File: src/rtl/hazard_if.sv
// ID-stage hazard bundle: decoded D-stage fields in, stall/flush/forward controls
// and event counters out.
interface hazard_if #(
  parameter int CNT_W = 16
);
  logic [4:0]       rs_d;
  logic [4:0]       rt_d;
  logic [4:0]       wreg_d;
  logic             regwrite_d;
  logic             memtoreg_d;
  logic             branch_d;
  logic             jr_d;
  logic             pcsrc_d;

  logic             stall_f;
  logic             stall_d;
  logic             flush_d;
  logic             flush_e;
  logic             forward_ad;
  logic             forward_bd;
  logic [1:0]       forward_ae;
  logic [1:0]       forward_be;
  logic [CNT_W-1:0] stall_cnt;
  logic [CNT_W-1:0] flush_cnt;

  modport master (
    output rs_d, rt_d, wreg_d, regwrite_d, memtoreg_d, branch_d, jr_d, pcsrc_d,
    input  stall_f, stall_d, flush_d, flush_e, forward_ad, forward_bd,
           forward_ae, forward_be, stall_cnt, flush_cnt
  );

  modport slave (
    input  rs_d, rt_d, wreg_d, regwrite_d, memtoreg_d, branch_d, jr_d, pcsrc_d,
    output stall_f, stall_d, flush_d, flush_e, forward_ad, forward_bd,
           forward_ae, forward_be, stall_cnt, flush_cnt
  );
endinterface

File: src/rtl/hazard_ctrl.sv
// Hazard controller for the 5-stage MIPS pipeline: tracks E/M/W destinations in a
// shadow pipeline and derives stalls, flushes, forwarding selects and statistics.
module hazard_ctrl #(
  parameter int CNT_W = 16
) (
  input  logic     clk,
  input  logic     reset,
  hazard_if.slave  hz
);

  logic [4:0]       rs_e, rt_e, wreg_e;
  logic             regwrite_e, memtoreg_e;
  logic [4:0]       wreg_m;
  logic             regwrite_m, memtoreg_m;
  logic [4:0]       wreg_w;
  logic             regwrite_w;

  logic             e_rs, e_rt, m_rs, m_rt;
  logic             lwstall, brstall, stall, redirect;
  logic [1:0]       fwd_a, fwd_b;
  logic [CNT_W-1:0] stall_cnt, flush_cnt;

  // $0 is hard-wired, so a write to it never creates a dependency.
  function automatic logic producer_match(input logic       rw,
                                          input logic [4:0] wreg,
                                          input logic [4:0] src);
    return rw && (wreg == src) && (src != 5'd0);
  endfunction

  function automatic logic [1:0] fwd_sel(input logic       rw_m,
                                         input logic [4:0] wreg_mm,
                                         input logic       rw_w,
                                         input logic [4:0] wreg_ww,
                                         input logic [4:0] src);
    if (producer_match(rw_m, wreg_mm, src))      return 2'b10;
    else if (producer_match(rw_w, wreg_ww, src)) return 2'b01;
    else                                         return 2'b00;
  endfunction

  always_comb begin
    e_rs    = producer_match(regwrite_e, wreg_e, hz.rs_d);
    e_rt    = producer_match(regwrite_e, wreg_e, hz.rt_d);
    m_rs    = producer_match(regwrite_m, wreg_m, hz.rs_d);
    m_rt    = producer_match(regwrite_m, wreg_m, hz.rt_d);
    lwstall = memtoreg_e & (e_rs | e_rt);
    // JR only reads rs; branches compare both operands in ID.
    brstall = (hz.branch_d & (e_rs | e_rt | (memtoreg_m & (m_rs | m_rt))))
            | (hz.jr_d & (e_rs | (memtoreg_m & m_rs)));
    stall    = ~reset & (lwstall | brstall);
    redirect = ~reset & hz.pcsrc_d & ~stall;
    fwd_a    = fwd_sel(regwrite_m, wreg_m, regwrite_w, wreg_w, rs_e);
    fwd_b    = fwd_sel(regwrite_m, wreg_m, regwrite_w, wreg_w, rt_e);
  end

  always_comb begin
    hz.stall_f    = stall;
    hz.stall_d    = stall;
    hz.flush_e    = stall;
    hz.flush_d    = redirect;
    hz.forward_ad = ~reset & m_rs;
    hz.forward_bd = ~reset & m_rt;
    hz.forward_ae = reset ? 2'b00 : fwd_a;
    hz.forward_be = reset ? 2'b00 : fwd_b;
    hz.stall_cnt  = stall_cnt;
    hz.flush_cnt  = flush_cnt;
  end

  // A stall injects a bubble at E while M and W keep draining.
  always_ff @(posedge clk) begin
    if (reset) begin
      rs_e       <= 5'd0;
      rt_e       <= 5'd0;
      wreg_e     <= 5'd0;
      regwrite_e <= 1'b0;
      memtoreg_e <= 1'b0;
      wreg_m     <= 5'd0;
      regwrite_m <= 1'b0;
      memtoreg_m <= 1'b0;
      wreg_w     <= 5'd0;
      regwrite_w <= 1'b0;
    end else begin
      if (stall) begin
        rs_e       <= 5'd0;
        rt_e       <= 5'd0;
        wreg_e     <= 5'd0;
        regwrite_e <= 1'b0;
        memtoreg_e <= 1'b0;
      end else begin
        rs_e       <= hz.rs_d;
        rt_e       <= hz.rt_d;
        wreg_e     <= hz.wreg_d;
        regwrite_e <= hz.regwrite_d;
        memtoreg_e <= hz.memtoreg_d;
      end
      wreg_m     <= wreg_e;
      regwrite_m <= regwrite_e;
      memtoreg_m <= memtoreg_e;
      wreg_w     <= wreg_m;
      regwrite_w <= regwrite_m;
    end
  end

  always_ff @(posedge clk) begin
    if (reset) begin
      stall_cnt <= '0;
      flush_cnt <= '0;
    end else begin
      if (stall && (stall_cnt != '1)) stall_cnt <= stall_cnt + 1'b1;
      if (redirect && (flush_cnt != '1)) flush_cnt <= flush_cnt + 1'b1;
    end
  end

endmodule

File: src/flat_wrapper.sv
// flat-port wrapper written by rule: the top's interface ports become plain ports
module hazard_ctrl_flat 
#(
  parameter int CNT_W = 16
)
  (clk, reset, hz_rs_d, hz_rt_d, hz_wreg_d, hz_regwrite_d, hz_memtoreg_d, hz_branch_d, hz_jr_d, hz_pcsrc_d, hz_stall_f, hz_stall_d, hz_flush_d, hz_flush_e, hz_forward_ad, hz_forward_bd, hz_forward_ae, hz_forward_be, hz_stall_cnt, hz_flush_cnt);
  hazard_if #(.CNT_W(CNT_W)) hz_i ();
  input  logic clk;
  input  logic reset;
  input wire logic [$bits(hz_i.rs_d)-1:0] hz_rs_d;
  input wire logic [$bits(hz_i.rt_d)-1:0] hz_rt_d;
  input wire logic [$bits(hz_i.wreg_d)-1:0] hz_wreg_d;
  input wire logic [$bits(hz_i.regwrite_d)-1:0] hz_regwrite_d;
  input wire logic [$bits(hz_i.memtoreg_d)-1:0] hz_memtoreg_d;
  input wire logic [$bits(hz_i.branch_d)-1:0] hz_branch_d;
  input wire logic [$bits(hz_i.jr_d)-1:0] hz_jr_d;
  input wire logic [$bits(hz_i.pcsrc_d)-1:0] hz_pcsrc_d;
  output wire logic [$bits(hz_i.stall_f)-1:0] hz_stall_f;
  output wire logic [$bits(hz_i.stall_d)-1:0] hz_stall_d;
  output wire logic [$bits(hz_i.flush_d)-1:0] hz_flush_d;
  output wire logic [$bits(hz_i.flush_e)-1:0] hz_flush_e;
  output wire logic [$bits(hz_i.forward_ad)-1:0] hz_forward_ad;
  output wire logic [$bits(hz_i.forward_bd)-1:0] hz_forward_bd;
  output wire logic [$bits(hz_i.forward_ae)-1:0] hz_forward_ae;
  output wire logic [$bits(hz_i.forward_be)-1:0] hz_forward_be;
  output wire logic [$bits(hz_i.stall_cnt)-1:0] hz_stall_cnt;
  output wire logic [$bits(hz_i.flush_cnt)-1:0] hz_flush_cnt;
  assign hz_i.rs_d = hz_rs_d;
  assign hz_i.rt_d = hz_rt_d;
  assign hz_i.wreg_d = hz_wreg_d;
  assign hz_i.regwrite_d = hz_regwrite_d;
  assign hz_i.memtoreg_d = hz_memtoreg_d;
  assign hz_i.branch_d = hz_branch_d;
  assign hz_i.jr_d = hz_jr_d;
  assign hz_i.pcsrc_d = hz_pcsrc_d;
  assign hz_stall_f = hz_i.stall_f;
  assign hz_stall_d = hz_i.stall_d;
  assign hz_flush_d = hz_i.flush_d;
  assign hz_flush_e = hz_i.flush_e;
  assign hz_forward_ad = hz_i.forward_ad;
  assign hz_forward_bd = hz_i.forward_bd;
  assign hz_forward_ae = hz_i.forward_ae;
  assign hz_forward_be = hz_i.forward_be;
  assign hz_stall_cnt = hz_i.stall_cnt;
  assign hz_flush_cnt = hz_i.flush_cnt;
  hazard_ctrl #(.CNT_W(CNT_W)) u_core (.clk(clk), .reset(reset), .hz(hz_i));
endmodule
File: config.mk
export PLATFORM = sky130hd
export DESIGN_NAME = hazard_ctrl_flat
export DESIGN_NICKNAME = d
export VERILOG_FILES = /design/src/rtl/hazard_if.sv /design/src/rtl/hazard_ctrl.sv /design/src/flat_wrapper.sv
export SDC_FILE = /design/constraint.sdc
export NUM_CORES = 1
export LEC_CHECK = 0
export ABC_AREA = 1
export CAP_MARGIN = 30
export CORE_ASPECT_RATIO = 1.1
export CORE_MARGIN = 2
export CORE_UTILIZATION = 45
export CTS_CLUSTER_DIAMETER = 50
export DETAILED_ROUTE_END_ITERATION = 6
export GPL_ROUTABILITY_DRIVEN = 0
export PLACE_DENSITY = 0.81
export SYNTH_ARGS = -nofsm -noshare
export SYNTH_HDL_FRONTEND = slang
export SYNTH_SLANG_ARGS = --single-unit
File: constraint.sdc
create_clock -name clk -period 3.18 [get_ports clk]
set_input_delay 0.795 -clock clk [delete_from_list [all_inputs] [get_ports clk]]
set_output_delay 0.795 -clock clk [all_outputs]
set_load 0.05 [all_outputs]
# Word level (Yosys, flattened, before mapping)
# Index checks and enable logic that the tools add are counted.
[classes]
n_addsub = 2
n_mul = 0
n_div = 0
order_cmp = 0
eq_ne = 10
shifts = 0
muxes = 6
bitwise = 18
reduce_logical = 23
[op_table]
columns = ["cell", "n"]
rows = [
  ["$eq 5x5->1", 8],
  ["$add 16x1->16 const B", 2],
  ["$ne 16x16->1 const B", 2],
  ["$reduce_bool 5->1", 4],
  ["$logic_and 1x1->1", 18],
  ["$and 1x1->1", 10],
  ["$mux 2", 4],
  ["$or 1x1->1", 6],
  ["$mux 1", 2],
  ["$not 1->1", 2],
  ["$reduce_or 2->1", 1],
]
[totals]
register_bits = 62
latchBits = 0
ram_bits = 0
romBits = 0
wordCells = 71
memories = 0

# Logic depth before layout (Yosys ltp)
[logic_depth]
ltp_word = 13
ltp_mapped = 18
depth_no_buf = 17

# Worst setup path before layout
# Ideal clock, no wire load.
[synth_timing]
kind = "input-to-output"
start = "in reset"
end = "out hz_forward_be[0]"
arrival_ps = 2888
t_required_ps = 2385
path_slack_ps = -503
cell_stages = 6
cell_sequence = "clkbuf_1 -> inv_1 -> nand2_1 -> inv_1 -> o21ai_0 -> nor4_1"
[synth_between]
elab_chain_len = 1
[synth_rtl]
columns = ["element", "line_no", "text"]
rows = [
  ["start, declared", "flat_wrapper.sv:9", "input logic reset;"],
  ["$mux 2", "hazard_ctrl.sv:63", "hz.forward_be = reset ? 2'b00 : fwd_b;"],
  ["end, declared", "flat_wrapper.sv:25", "output wire logic [$bits(hz_i.forward_be)-1:0] hz_forward_be;"],
]
# No other way between the ends.

# Final worst setup path
# Same ends and word-level chain as after synthesis.

==> metrics.cfg <==
[drt]
drt_pass1_iterations=4
drc=0
vias=3792
post_drt_wl_per_cell_um=12.11
routed_wl_um=9227
drtIter0Drc=124
via_per_inst=4.976
antenna_left=0

[timing]
finalSetupViolCount=0
fmax_mhz=328.2
fin_crit_ns=3.047
skew_ns=0.01207
drv_slew=0
min_period_over_period_pct=95.81
tns_ns=0
max_slew_margin_pct=65.80
hold_violations=0
worst_pin_slew_ns=0.5114
rsz0062_at_grt=no

[critical_path]
cp_max_fo=4
rr_startpoint=u_core.hz.stall_cnt[0]
crit_end=hz_forward_be[0]
startpoint_type=input pin
startpoint=reset
r2r_setup_slack_ns=0.99
ff2ff_path_depth=9
worstPathRequired_ns=2.38
worstPathArrival_ns=2.25
r2r_end=u_core.hz.stall_cnt[11]
endpoint_kind=output port
worstSetupPathType=in2out

[yosys]
yosysWarnings=0
synthSimpleGateAreaFrac_pct=40.14
synth-seq-area-share_pct=33.95
synth_fa_ha_area_share_pct=0.6845
syn_nets=598
synth_area_mm2=0.003656
synth_cell_types=33
synth_top_family_by_area=simple AND/OR/NAND/NOR gates
syn_inst=574
avgSynthCellArea_um2=6.369
synth-compound-area-share_pct=5.270
synthMuxAreaShare_pct=0
ys_seq_elements=62
synthXorXnorAreaFrac_pct=6.229

[power]
power.total_mw=1.846
p_per_area_mw_per_mm2=384.4
peakVddDrop_mv=0.2605
leakage_nw=2.223

[die]
die_w_um=89.94
initial_core_util_pct=46.20
die_h_um=98.54
rows=34
die_area_mm2=0.008862
pin_count=64
core_area_mm2=0.007913

[placement]
hpwl_um=6608
port_buffers=63

[grt]
track_usage_pct=21.05
antenna_found_initial=0
grt.overflow.total=0
grt_max_degree=33
first_global_vias=3578
grt_pass1_wl_um=15510

[clock_tree]
cts_tree=done
clockBufferDepth=2
cts_buffers=9
path_clk_slew_ns=0.06
cts.sinks=62
cts_max_level=3
clk_latency_ns=0.34
hold_buffers=0
cts_root_buffer=clkbuf_8

[min_path]
hp-start=u_core.memtoreg_e
min_path_type=reg2reg

[job]
maxCapViolations=0

[layout]
area_growth_pct=31.31
regArea_mm2=0.001241
fillers=733
num-nets-final=673
num_antenna_cells=0
layout-drive-gt1-share_pct=11.93
multi_input_area_mm2=0.001952

[status]
status=finished, final reports clean

==> worst max-delay path, stage by stage <==
cell and delay (ns):
clkdlybuf4s50_1 0.50, inv_1 0.17, nand2_1 0.06, inv_1 0.10, o21ai_0 0.11, nor4_2 0.32
buf_12 0.18
==> stage by stage <==
step / setup WS [ns] / utilization, % / instances / cell area [um2] / hold WS, ns
final: 0.1334 / 60.67 / 762 / 4801 / 0.4327
after global routing: 0.01173 / 60.67 / 762 / 4801 / 0.4641
after CTS: 0.09261 / 60.39 / 761 / 4778 / 0.4260
after detailed placement: -0.1148 / 57.32 / 744 / 4536 / 0.4151
after global placement: -0.06838 / 57.32 / 744 / 4536 / 0.4124
after floorplan: 0.03612 / - / 574 / 3675 / 0.4031
==> timing repair <==
item | 4_1_cts | 5_1_grt
resized for setup | 23 | 8
pin swaps | 1 | 6
endpoints found under the setup margin | 4 | 5
setup buffers | 1 | 1
==> registers in the layout, summed over array words and instances, names as in the netlist <==
name,count
u_core.hz.flush_cnt,16
u_core.hz.stall_cnt,16
u_core.rs_e,5
u_core.rt_e,5
u_core.wreg_e,5
u_core.wreg_m,5
u_core.wreg_w,5
u_core.memtoreg_e,1
u_core.memtoreg_m,1
u_core.regwrite_e,1
u_core.regwrite_m,1
u_core.regwrite_w,1
==> power breakdown <==
part / switching, mW / total (mW) / internal [mW]
Combinational: 0.124 / 0.209 / 0.0850
Clock: 0.309 / 0.814 / 0.505
Sequential: 0.0244 / 0.823 / 0.798
==> routing by layer <==
layer | track usage, % | up-vias | part of all wire [%]
li1 | - | 1952 | -
met1 | 25.50 | 1705 | 43
met2 | 37.00 | 124 | 50
met3 | 4.205 | 11 | 5.4
met4 | 8.166 | 0 | 1.4
met5 | 0 | - | 0
==> layout by cell type, fill, tap and decap left out, types with 12 or more instances in the layout <==
cell	count
nand4_1	35
a21oi_1	17
nor2_1	79
clkbuf_8	12
inv_1	93
nand3_1	38
clkdlybuf4s50_1	43
dfxtp_1	62
buf_4	20
nand2_1	144
inv_2	12
xor2_1	15
==> worst min path at each step <==
stage                        end  cells after the start
2_1_floorplan  u_core.memtoreg_m                      2
3_3_place_gp   u_core.memtoreg_m                      2
3_5_place_dp   u_core.memtoreg_m                      2
4_1_cts        u_core.memtoreg_m                      2
5_1_grt        u_core.memtoreg_m                      2
6_report       u_core.memtoreg_m                      2
==> synthesized netlist by cell type, drive strengths merged <==
cell type,count,area share (%)
ha,2,0.68
a211oi,1,0.21
dfxtp,62,34
nor3b,1,0.21
clkinv,1,0.14
o211ai,1,0.21
o22ai,1,0.17
nand4,37,6.9
clkbuf,10,1.0
xor2,15,3.6
buf,9,1.8
a21oi,21,3.1
nand2,147,16
nor2,83,8.5
nand3,39,5.7
nor4,6,1.0
o21ai,6,0.82
xnor2,11,2.6
o221ai,2,0.48
o2111a,1,0.31
inv,105,11
nor3,12,2.1
nand3b,1,0.21
==> area by class of cell <==
class                      count  share of cell area [%]
clock buffer                  13                   3.518
sequential                    62                   25.85
tap                          108                   2.815
timing repair buffer          83                   17.49
clock inverter                 3                   1.355
inverter                     106                   8.314
multi-input combinational    387                   40.66
==> kinds of logic (layout without fill, tap and decap cells) <==
| group | Yosys count | after routing |
|---|---|---|
| AO/OA/AOI/OAI | 33 | 33 |
| XOR/XNOR | 26 | 26 |
| adder cells (fa/ha/maj) | 2 | 2 |
| buffers and inverters | 125 | 205 |
| flip-flops | 62 | 62 |
| AND/OR/NAND/NOR | 326 | 326 |
Note: power is estimated with default switching activity, not from simulation.
==> RTL change (same flow settings) <==
`CNT_W` is set to 16 in 3 places; all go to 32.
--- a/src/rtl/hazard_if.sv
+++ b/src/rtl/hazard_if.sv
@@ -1,7 +1,7 @@
 // ID-stage hazard bundle: decoded D-stage fields in, stall/flush/forward controls
 // and event counters out.
 interface hazard_if #(
-  parameter int CNT_W = 16
+  parameter int CNT_W = 32
 );
   logic [4:0]       rs_d;
   logic [4:0]       rt_d;
--- a/src/rtl/hazard_ctrl.sv
+++ b/src/rtl/hazard_ctrl.sv
@@ -1,7 +1,7 @@
 // Hazard controller for the 5-stage MIPS pipeline: tracks E/M/W destinations in a
 // shadow pipeline and derives stalls, flushes, forwarding selects and statistics.
 module hazard_ctrl #(
-  parameter int CNT_W = 16
+  parameter int CNT_W = 32
 ) (
   input  logic     clk,
   input  logic     reset,
--- a/src/flat_wrapper.sv
+++ b/src/flat_wrapper.sv
@@ -1,7 +1,7 @@
 // flat-port wrapper written by rule: the top's interface ports become plain ports
 module hazard_ctrl_flat 
 #(
-  parameter int CNT_W = 16
+  parameter int CNT_W = 32
 )
   (clk, reset, hz_rs_d, hz_rt_d, hz_wreg_d, hz_regwrite_d, hz_memtoreg_d, hz_branch_d, hz_jr_d, hz_pcsrc_d, hz_stall_f, hz_stall_d, hz_flush_d, hz_flush_e, hz_forward_ad, hz_forward_bd, hz_forward_ae, hz_forward_be, hz_stall_cnt, hz_flush_cnt);
   hazard_if #(.CNT_W(CNT_W)) hz_i ();
Ports: changed (resized hz_flush_cnt and hz_stall_cnt); port bits go from 64 to 96. No check against the original RTL was run, so the function may have changed too.
==> RTL change against the original RTL <==
  * Sequential cell count grew 32
  * Wire length grew 63%
  * Worst setup slack gained 14 ps
  * Largest power group is now the clock network
  * Count of clock-buffer cells in the layout shrank 4
  * Synthesized area grew 59%
  * Cell count grew 56%
  * Clock skew shrank 5.8 ps
  * Total power grew 47%
  * Critical path type unchanged
  * Cell area grew 53%
  * Synthesized cell count grew 63%
  * Highest routed layer unchanged
  * Worst hold slack lost 8.8 ps
==> RTL change: results (changes against the original RTL) <==
run_status:
  status: "finished clean"
synthesis:
  synth_commonest_cells: "nand2_1 (237), inv_1 (147), nor2_1 (127)"
  yosysUniqueCellTypes: 32  # -3.0%
  yosysSeqAreaShare: 0.3241  # -0.01536
  syn_nets: 961  # +61%
  synth_area_leaders: "dfxtp_1 (32%), nand2_1 (15%), inv_1 (9.5%), nor2_1 (8.2%), nand4_1 (8.0%)"
global_routing:
  grt_pass1_wl_microns: 25280  # +63%
  grt_max_degree: 63  # +91%
  grt_util_all_layers: 0.2217  # +0.01122
  first_global_vias: 5541  # +55%
drt:
  drt_iter0_drc: 550  # +340%
  firstDrtPassIters: 5  # +1
  wl_met2_microns: 6991  # +51%
  post_drt_wl_per_cell_microns: 12.69  # +4.8%
  drt-vias-per-instance: 5.193  # +4.4%
critical_path:
  critical-path-top-delay-family: "simple AND/OR/NAND/NOR gates"
  slowest_delay_ps: 250  # -250 ps
  r2r-start: "u_core.hz.flush_cnt[0]$_SDFFE_PP0P_"
  crit_fanout: 5  # +1
  crit_slowest_cell: "dlygate4sd2_1"
  r2r_slack_ps: 830  # -160 ps
  critPathLaunch: "hz_rs_d[3]"
place:
  dp_slack_ps: -160.2  # -45.34 ps
  dp_hpwl_microns: 10710  # +62%
  port_buffers: 95  # +51%
layout:
  reg_top3: "u_core.hz.flush_cnt (32), u_core.hz.stall_cnt (32)"
  drive_gt1_frac: 0.08560  # -0.03366
  layout.nets: 1047  # +56%
timing:
  worst_slew_pin_slew_ps: 588.5  # +77.13 ps
  skew_ps: 6.274  # -5.799 ps
  fin_crit_ps: 3033  # -13.91 ps
clock_network:
  clockRootBuffer: "clkbuf_16"
  clock_latency_ps: 350
[RTL change: cell types whose count changed after synthesis, sizes merged, moves of 12 or more]
cell    unedited run  this run
nand2            147       243
nor2              83       132
inv              105       153
nand4             37        75
dfxtp             62        94
nand3             39        71
a21oi             21        34
clkbuf            10        22
nor3              12        24
[RTL change: final cells by class]
class	instances	area share
repair buffers	115	0.1578
clock inverters	7	0.01635
well taps	157	0.02673
inverters	153	0.07884
clock buffers	9	0.03065
flip-flops and latches	94	0.2561
multi-input cells	650	0.4335
[RTL change: layer usage]
layer  GRT usage  up-vias
met5           0        -
met4      0.1082        0
met3     0.03627       42
met2      0.3656      199
met1      0.2841     2749
li1            -     3164
[RTL change: worst register-to-register path, cell delays in order (launching register included)]
cell,delay (ps)
dfxtp_1,470
ha_1,250
nand3_1,110
nor2_2,170
nand4_2,190
nor2_2,190
nand3_2,290
nand3_1,270
nor2_1,90
nand3_1,80
nand2_1,50
inv_1,50
nor2_1,40
[RTL change: kinds of logic after synthesis]
family	share of synthesized area
xor+xnor	0.05884
fa+ha+maj	0.004310
compound gates	0.04720
simple gates	0.4317
buf+inv	0.1338
flops	0.3241
[RTL change: timing repair]
item / 4_1_cts / 5_1_grt
setup endpoints to repair: 4 / 3
buffers inserted: 1 / 0
gates resized for setup: 27 / 3
pin swaps: 6 / 0
gates cloned: 0 / 0
[RTL change: stage by stage]
stage	area (sq um)	hold WS (ps)	utilization	TNS, ps	cells
floorplan	5814	403.1	-	0	937
global placement	6979	416.0	0.5544	-382.0	1168
detailed placement	6979	418.0	0.5544	-539.6	1168
CTS	7342	427.1	0.5832	0	1185
global route	7348	448.3	0.5837	0	1185
finish	7348	423.9	0.5837	0	1185
[RTL change: report_power, final]
part           switching (mW)  leakage, nW  internal (mW)  total [mW]
Combinational           0.145         2.14         0.0842       0.230
Clock                   0.482        0.166          0.771        1.25
Sequential             0.0235        0.764           1.20        1.22
[RTL change: worst paths after layout]
path / endpoint / cells past startpoint
worst max-delay path: hz_stall_f / 16
worst min-delay path: u_core.memtoreg_m$_SDFF_PP0_ / 2
worst max register to register: u_core.hz.flush_cnt[27]$_SDFFE_PP0P_ / 12
worst min register to register: u_core.memtoreg_m$_SDFF_PP0_ / 2
